$ cat src/rtl/dallanma_paket.sv
// rtl/dallanma_paket.sv - shared constants, queue entry layout and FSM encodings for branch resolution
package dallanma_paket;

    // RISC-V control-transfer opcodes
    localparam logic [6:0] BRANCH = 7'b1100011;
    localparam logic [6:0] JAL    = 7'b1101111;
    localparam logic [6:0] JALR   = 7'b1100111;

    // FSM state encodings
    localparam logic [0:0] CALIS   = 1'b0;
    localparam logic [0:0] TOPARLA = 1'b1;

    // One in-flight branch: PC, instruction word, predicted direction, predicted target
    typedef struct packed {
        logic [31:0] adres;
        logic [31:0] buyruk;
        logic        ongoru;
        logic [31:0] hedef;
    } kuyruk_girdisi_t;

    localparam int GIRDI_GENISLIK = $bits(kuyruk_girdisi_t);

    // Fall-through PC of a not-taken branch, wrapping modulo 2^32
    function automatic logic [31:0] sonraki_pc(input logic [31:0] pc);
        return pc + 32'd4;
    endfunction

endpackage

$ cat src/rtl/dallanma_kuyrugu.sv
// rtl/dallanma_kuyrugu.sv - synchronous in-flight branch FIFO with single-cycle flush
module dallanma_kuyrugu #(
    parameter int DERINLIK = 4,
    parameter int GENISLIK = 97
) (
    input  logic                i_saat,
    input  logic                i_reset,
    input  logic                i_temizle,
    input  logic                i_yaz,
    input  logic [GENISLIK-1:0] i_veri,
    input  logic                i_oku,
    output logic [GENISLIK-1:0] o_veri,
    output logic                o_dolu,
    output logic                o_bos
);

    localparam int AW = $clog2(DERINLIK);
    localparam logic [AW:0] BIR = {{AW{1'b0}}, 1'b1};

    logic [AW:0]         yaz_ptr_q, yaz_ptr_d;
    logic [AW:0]         oku_ptr_q, oku_ptr_d;
    logic [GENISLIK-1:0] bellek_q [DERINLIK];

    // Extra pointer MSB distinguishes full from empty when the index bits match
    assign o_bos  = (yaz_ptr_q == oku_ptr_q);
    assign o_dolu = (yaz_ptr_q[AW] != oku_ptr_q[AW]) && (yaz_ptr_q[AW-1:0] == oku_ptr_q[AW-1:0]);
    assign o_veri = bellek_q[oku_ptr_q[AW-1:0]];

    // Next pointers: flush wins over any push or pop in the same cycle
    always_comb begin
        yaz_ptr_d = yaz_ptr_q;
        oku_ptr_d = oku_ptr_q;
        if (i_temizle) begin
            yaz_ptr_d = '0;
            oku_ptr_d = '0;
        end else begin
            if (i_yaz && !o_dolu) yaz_ptr_d = yaz_ptr_q + BIR;
            if (i_oku && !o_bos)  oku_ptr_d = oku_ptr_q + BIR;
        end
    end

    // Pointer registers
    always_ff @(posedge i_saat or posedge i_reset) begin
        if (i_reset) begin
            yaz_ptr_q <= '0;
            oku_ptr_q <= '0;
        end else begin
            yaz_ptr_q <= yaz_ptr_d;
            oku_ptr_q <= oku_ptr_d;
        end
    end

    // Entry storage; contents are only meaningful between the pointers, so no reset
    always_ff @(posedge i_saat) begin
        if (i_yaz && !o_dolu && !i_temizle) bellek_q[yaz_ptr_q[AW-1:0]] <= i_veri;
    end

endmodule

$ cat src/rtl/dallanma_cozum_birimi.sv
// rtl/dallanma_cozum_birimi.sv - branch resolution, predictor training and redirect; option DALLANMA_SAYAC_EN adds resolve/mispredict counters
module dallanma_cozum_birimi
    import dallanma_paket::*;
#(
    parameter int DERINLIK       = 4,
    parameter int TOPARLA_CEVRIM = 2
) (
    input  logic        i_saat,
    input  logic        i_reset,
    input  logic        i_ekle,
    input  logic [31:0] i_buyruk_adresi,
    input  logic [31:0] i_buyruk,
    input  logic        i_buyruk_ongoru,
    input  logic [31:0] i_ongoru_adresi,
    output logic        o_hazir,
    input  logic        i_coz,
    input  logic        i_gercek_atladi,
    input  logic [31:0] i_gercek_adres,
    input  logic        i_temizle,
    output logic        o_guncelle,
    output logic [31:0] o_eski_buyruk,
    output logic [31:0] o_eski_buyruk_adresi,
    output logic        o_buyruk_atladi,
    output logic [31:0] o_atlanan_adres,
    output logic        o_ongoru_yanlis,
    output logic        o_yonlendir,
    output logic [31:0] o_yonlendirme_adresi,
    output logic        o_kuyruk_bos,
    output logic        o_hata
`ifdef DALLANMA_SAYAC_EN
    ,
    output logic [31:0] o_cozulen_sayisi,
    output logic [31:0] o_yanlis_sayisi
`endif
);

    localparam int SW = (TOPARLA_CEVRIM > 1) ? $clog2(TOPARLA_CEVRIM) : 1;

    kuyruk_girdisi_t yeni_girdi, bas;
    logic            kuyruk_dolu, kuyruk_bos;
    logic            cozum_gecerli, yanlis, yanlis_coz, yaz, kuyruk_temizle;

    logic [0:0]  durum_q, durum_d;
    logic [SW-1:0] sayac_q, sayac_d;
    logic        guncelle_q, guncelle_d, yanlis_q, yanlis_d, yonlendir_q, yonlendir_d;
    logic        atladi_q, atladi_d, hata_q, hata_d;
    logic [31:0] eski_buyruk_q, eski_buyruk_d, eski_adres_q, eski_adres_d;
    logic [31:0] atlanan_q, atlanan_d, yon_adres_q, yon_adres_d;

    assign yeni_girdi.adres  = i_buyruk_adresi;
    assign yeni_girdi.buyruk = i_buyruk;
    assign yeni_girdi.ongoru = i_buyruk_ongoru;
    assign yeni_girdi.hedef  = i_ongoru_adresi;

    // Fullness is taken before this cycle's pop, so a resolve never frees a slot for a same-cycle push
    assign o_hazir        = (durum_q == CALIS) && !kuyruk_dolu && !i_temizle;
    assign cozum_gecerli  = i_coz && !kuyruk_bos && !i_temizle;
    assign yanlis         = (i_gercek_atladi != bas.ongoru) ||
                            (i_gercek_atladi && bas.ongoru && (i_gercek_adres != bas.hedef));
    assign yanlis_coz     = cozum_gecerli && yanlis;
    assign yaz            = i_ekle && o_hazir && !yanlis_coz;
    assign kuyruk_temizle = i_temizle || yanlis_coz;

    dallanma_kuyrugu #(
        .DERINLIK (DERINLIK),
        .GENISLIK (GIRDI_GENISLIK)
    ) u_kuyruk (
        .i_saat    (i_saat),
        .i_reset   (i_reset),
        .i_temizle (kuyruk_temizle),
        .i_yaz     (yaz),
        .i_veri    (yeni_girdi),
        .i_oku     (cozum_gecerli),
        .o_veri    (bas),
        .o_dolu    (kuyruk_dolu),
        .o_bos     (kuyruk_bos)
    );

    // Recovery FSM and the registered training/redirect outputs
    always_comb begin
        durum_d       = durum_q;
        sayac_d       = sayac_q;
        guncelle_d    = cozum_gecerli;
        yanlis_d      = yanlis_coz;
        yonlendir_d   = yanlis_coz;
        atladi_d      = atladi_q;
        eski_buyruk_d = eski_buyruk_q;
        eski_adres_d  = eski_adres_q;
        atlanan_d     = atlanan_q;
        yon_adres_d   = yon_adres_q;
        hata_d        = hata_q | (i_coz && kuyruk_bos && !i_temizle);
        if (cozum_gecerli) begin
            eski_buyruk_d = bas.buyruk;
            eski_adres_d  = bas.adres;
            atladi_d      = i_gercek_atladi;
            atlanan_d     = i_gercek_adres;
        end
        if (yanlis_coz) begin
            yon_adres_d = i_gercek_atladi ? i_gercek_adres : sonraki_pc(bas.adres);
        end
        if (i_temizle) begin
            durum_d = CALIS;
            sayac_d = '0;
        end else if (yanlis_coz) begin
            durum_d = TOPARLA;
            sayac_d = SW'(TOPARLA_CEVRIM - 1);
        end else if (durum_q == TOPARLA) begin
            if (sayac_q == '0) durum_d = CALIS;
            else               sayac_d = sayac_q - 1'b1;
        end
    end

    // State registers
    always_ff @(posedge i_saat or posedge i_reset) begin
        if (i_reset) begin
            durum_q       <= CALIS;
            sayac_q       <= '0;
            guncelle_q    <= 1'b0;
            yanlis_q      <= 1'b0;
            yonlendir_q   <= 1'b0;
            atladi_q      <= 1'b0;
            hata_q        <= 1'b0;
            eski_buyruk_q <= '0;
            eski_adres_q  <= '0;
            atlanan_q     <= '0;
            yon_adres_q   <= '0;
        end else begin
            durum_q       <= durum_d;
            sayac_q       <= sayac_d;
            guncelle_q    <= guncelle_d;
            yanlis_q      <= yanlis_d;
            yonlendir_q   <= yonlendir_d;
            atladi_q      <= atladi_d;
            hata_q        <= hata_d;
            eski_buyruk_q <= eski_buyruk_d;
            eski_adres_q  <= eski_adres_d;
            atlanan_q     <= atlanan_d;
            yon_adres_q   <= yon_adres_d;
        end
    end

    assign o_guncelle           = guncelle_q;
    assign o_ongoru_yanlis      = yanlis_q;
    assign o_yonlendir          = yonlendir_q;
    assign o_eski_buyruk        = eski_buyruk_q;
    assign o_eski_buyruk_adresi = eski_adres_q;
    assign o_buyruk_atladi      = atladi_q;
    assign o_atlanan_adres      = atlanan_q;
    assign o_yonlendirme_adresi = yon_adres_q;
    assign o_kuyruk_bos         = kuyruk_bos;
    assign o_hata               = hata_q;

`ifdef DALLANMA_SAYAC_EN
    logic [31:0] cozulen_q, cozulen_d, yanlis_say_q, yanlis_say_d;

    // Statistics counters follow the registered training pulse
    always_comb begin
        cozulen_d    = cozulen_q + {31'd0, guncelle_q};
        yanlis_say_d = yanlis_say_q + {31'd0, guncelle_q && yanlis_q};
    end

    // Counter registers, wrapping at 2^32
    always_ff @(posedge i_saat or posedge i_reset) begin
        if (i_reset) begin
            cozulen_q    <= '0;
            yanlis_say_q <= '0;
        end else begin
            cozulen_q    <= cozulen_d;
            yanlis_say_q <= yanlis_say_d;
        end
    end

    assign o_cozulen_sayisi = cozulen_q;
    assign o_yanlis_sayisi  = yanlis_say_q;
`endif

endmodule

$ cat config.mk
export PLATFORM = sky130hd
export DESIGN_NAME = dallanma_cozum_birimi
export DESIGN_NICKNAME = d
export VERILOG_FILES = /design/src/rtl/dallanma_paket.sv /design/src/rtl/dallanma_kuyrugu.sv /design/src/rtl/dallanma_cozum_birimi.sv
export SDC_FILE = /design/constraint.sdc
export NUM_CORES = 1
export LEC_CHECK = 0
export BUFFER_PORTS_ARGS = -buffer_cell sky130_fd_sc_hd__buf_4
export CORE_MARGIN = 2
export CORE_UTILIZATION = 62
export DETAILED_ROUTE_END_ITERATION = 10
export GPL_TIMING_DRIVEN = 1
export HOLD_SLACK_MARGIN = 0.06
export PLACE_DENSITY = 0.85
export SLEW_MARGIN = 15
export SYNTH_ARGS = -nofsm -noshare
export SYNTH_HDL_FRONTEND = slang
export SYNTH_SLANG_ARGS = --single-unit
$ cat constraint.sdc
create_clock -name i_saat -period 22.9 [get_ports i_saat]
set_input_delay 1.145 -clock i_saat [delete_from_list [all_inputs] [get_ports i_saat]]
set_output_delay 1.145 -clock i_saat [all_outputs]
set_load 0.02 [all_outputs]
==> impl_metrics.yaml <==
status:
  status: "finished, final reports clean"
final_layout:
  stdcell_count: 2018
  syn_to_final_growth_pct: 19.8
  drive_above_1_share_pct: 31.7
  nets: 1668
  fill_cells: 1843
die:
  row_count: 67
  start_util_pct: 62.5
  core_sq_mm: 0.0333
  die_y_um: 187
  die_width_um: 187
  pin_count: 270
  dieArea_sq_mm: 0.0350
logic_synthesis:
  synth_top_cell_by_area: "edfxtp_1"
  synth.distinct_cells: 53
  synth_area_per_cell_sq_um: 16.7
  yosysWarnings: 0
  yosysMostFrequentCell: "edfxtp_1"
  synth_top_area_share_pct: 56.0
  synthTopCellsByCount: "edfxtp_1, nand2_1, dfrtp_1"
  synth_edf_count: 388
  synth_nets: 1390
  ys_seq_area_share_pct: 72.9
  syn_area_sq_mm: 0.0208
  async_flop_share_pct: 26.5
  ys_top_cells_by_area: "edfxtp_1, dfrtp_1, mux4_2"
  synthFlopType: "edfxtp_1"
  synth_cells: 1248
  ys_ff_latch: 528
timing:
  fin_skew_ns: 0.0354
  min_period_over_period_pct: 22.5
  rsz0062_at_grt: "no"
  finalSetupViolations: 0
  fin_setup_tns_ns: 0
  worstMarginPinSlew_ns: 0.903
  final-hold-violation-count: 0
  min_period_ns: 5.16
  relSlewSlack_pct: 39.8
  fmax_mhz: 194
  drv_slew: 0
  holdWs_ns: 0.477
clock_network:
  cts_resized: 0
  clk_pin_slew_ns: 0.06
  cts-root-buf: "clkbuf_16"
  cts_tree: "yes"
  clock_sinks: 528
  post_cts_buffers: 0
  htree_levels: 2
  numCtsBuffers: 51
  insertion_delay_ns: 0.57
  ctsLongestPathBuffers: 3
  hold_buffers: 0
drt:
  drtAntennaViolNets: 0
  drt-initial-drc-count: 1212
  vias: 12174
  first_pass_iters: 7
  wl_per_cell_um: 25.4
  finalWirelength_um: 51200
  drc_errors: 0
  viasPerCell: 6.03
critical_path:
  crit_slowest_cell: "dfrtp_4"
  startpoint_type: "register"
  arrival_ns: 5.35
  required_ns: 23.08
  criticalPathCategory: "register to register"
  reg2reg_depth: 9
  path_cells: "buf_4 > mux4_2 > xnor2_1 > nand4_1 > nor2_1 > a41oi_4 > nor2_1 > and3_4 > buf_4"
  cp-end-kind: "register"
  cp_max_fo: 53
  slowest_delay_ns: 0.96
pwr:
  peakVddDrop_uv: 90.0
  power_density_mw_per_mm2: 98.7
  power_leakage_nw: 9.51
  p_total_mw: 2.46
global_route:
  grt_pass1_wl_um: 76400
  grt_max_degree: 107
  grt_util_all_layers_pct: 29.4
  gr-total-overflow: 0
  antenna_found_initial: 2
  grt_pass1_vias: 12563
worst_hold_path:
  holdPathStages: 2
  hp-class: "register to register"
place:
  place_congestion: 0.827
  port_buffers: 269
  place_inst: 1920
  dp_hpwl_um: 31500
run:
  cap_violations: 0
[power by group]
part           switching [mW]  internal [mW]
Combinational           0.247          0.189
Sequential             0.0663           1.13
Clock                   0.345          0.484
[cells by family after synthesis]
family / synth area share [%]
flops: 72.9
simple gates: 8.18
mux: 12.6
buf+inv: 1.66
xor+xnor: 2.70
compound gates: 1.52
fa+ha+maj: 0.421
[area by class of cell]
class,instances,area (sq um),share of cell area [%]
sequential,528,15200,60.9
multi-input combinational,652,5320,21.3
timing repair buffer,282,2140,8.60
clock buffer,80,1500,6.01
tap,448,561,2.25
clock inverter,16,178,0.713
inverter,11,47.5,0.191
antenna,1,2.50,0.0100
[critical path: cells and delay by family (launching register included)]
family	cells	cell delay (ns)
buffers and inverters	2	1.47
AOI/OAI and AO/OA	1	0.18
xor gates and xnor gates	1	0.16
DFF	1	0.96
muxes	1	0.43
and+or+nand+nor	4	1.50
[flip-flops by register name, summed over array words and instances (netlist names)]
register              flops
u_kuyruk.bellek_q       388
o_atlanan_adres          32
o_eski_buyruk            32
o_eski_buyruk_adresi     32
o_yonlendirme_adresi     32
u_kuyruk.oku_ptr_q        3
u_kuyruk.yaz_ptr_q        3
durum_q                   1
o_buyruk_atladi           1
o_guncelle                1
o_hata                    1
o_yonlendir               1
sayac_q                   1
[final timing paths]
kind	endpoint	slack, ns	from
setup / recovery	u_kuyruk.bellek_q[1][82]	17.74	u_kuyruk.oku_ptr_q[1]
hold / removal	o_atlanan_adres[14]	0.48	o_atlanan_adres[14]
setup reg to reg	u_kuyruk.bellek_q[1][82]	17.74	u_kuyruk.oku_ptr_q[1]
hold reg to reg	o_atlanan_adres[14]	0.48	o_atlanan_adres[14]
max in group asynchronous	u_kuyruk.oku_ptr_q[0]	20.81	i_reset
min in group asynchronous	o_eski_buyruk[21]	0.75	i_reset
[cells in the final DEF (no fill, tap or decap), drive strengths merged, types with 12 or more instances in the layout]
cell type	netlist	routed
o21ai	32	32
nand4	16	16
mux4	97	97
xnor2	50	50
clkbuf	30	80
xor2	14	14
clkinv	1	12
mux2	27	27
dfrtp	140	140
nor2	27	27
buf	27	282
edfxtp	388	388
nand2	325	325
[through the flow]
stage	utilization (%)	setup slack [ns]	cell area, sq um
6_report	74.8	17.74	24900
5_1_grt	74.8	17.48	24900
3_5_place_dp	69.7	17.79	23200
3_3_place_gp	69.7	17.84	23200
4_1_cts	74.7	17.76	24900
2_1_floorplan	-	15.19	20800
[per-layer routing]
| metal | track usage [%] | vias to the layer above | wire [um] |
|---|---|---|---|
| li1 | - | 5160 | - |
| met1 | 40.0 | 6194 | 19300 |
| met2 | 46.8 | 707 | 24800 |
| met3 | 7.67 | 111 | 5180 |
| met4 | 10.5 | 2 | 1930 |
| met5 | 0 | - | 13 |
Note: power is estimated with default switching activity, not from simulation.
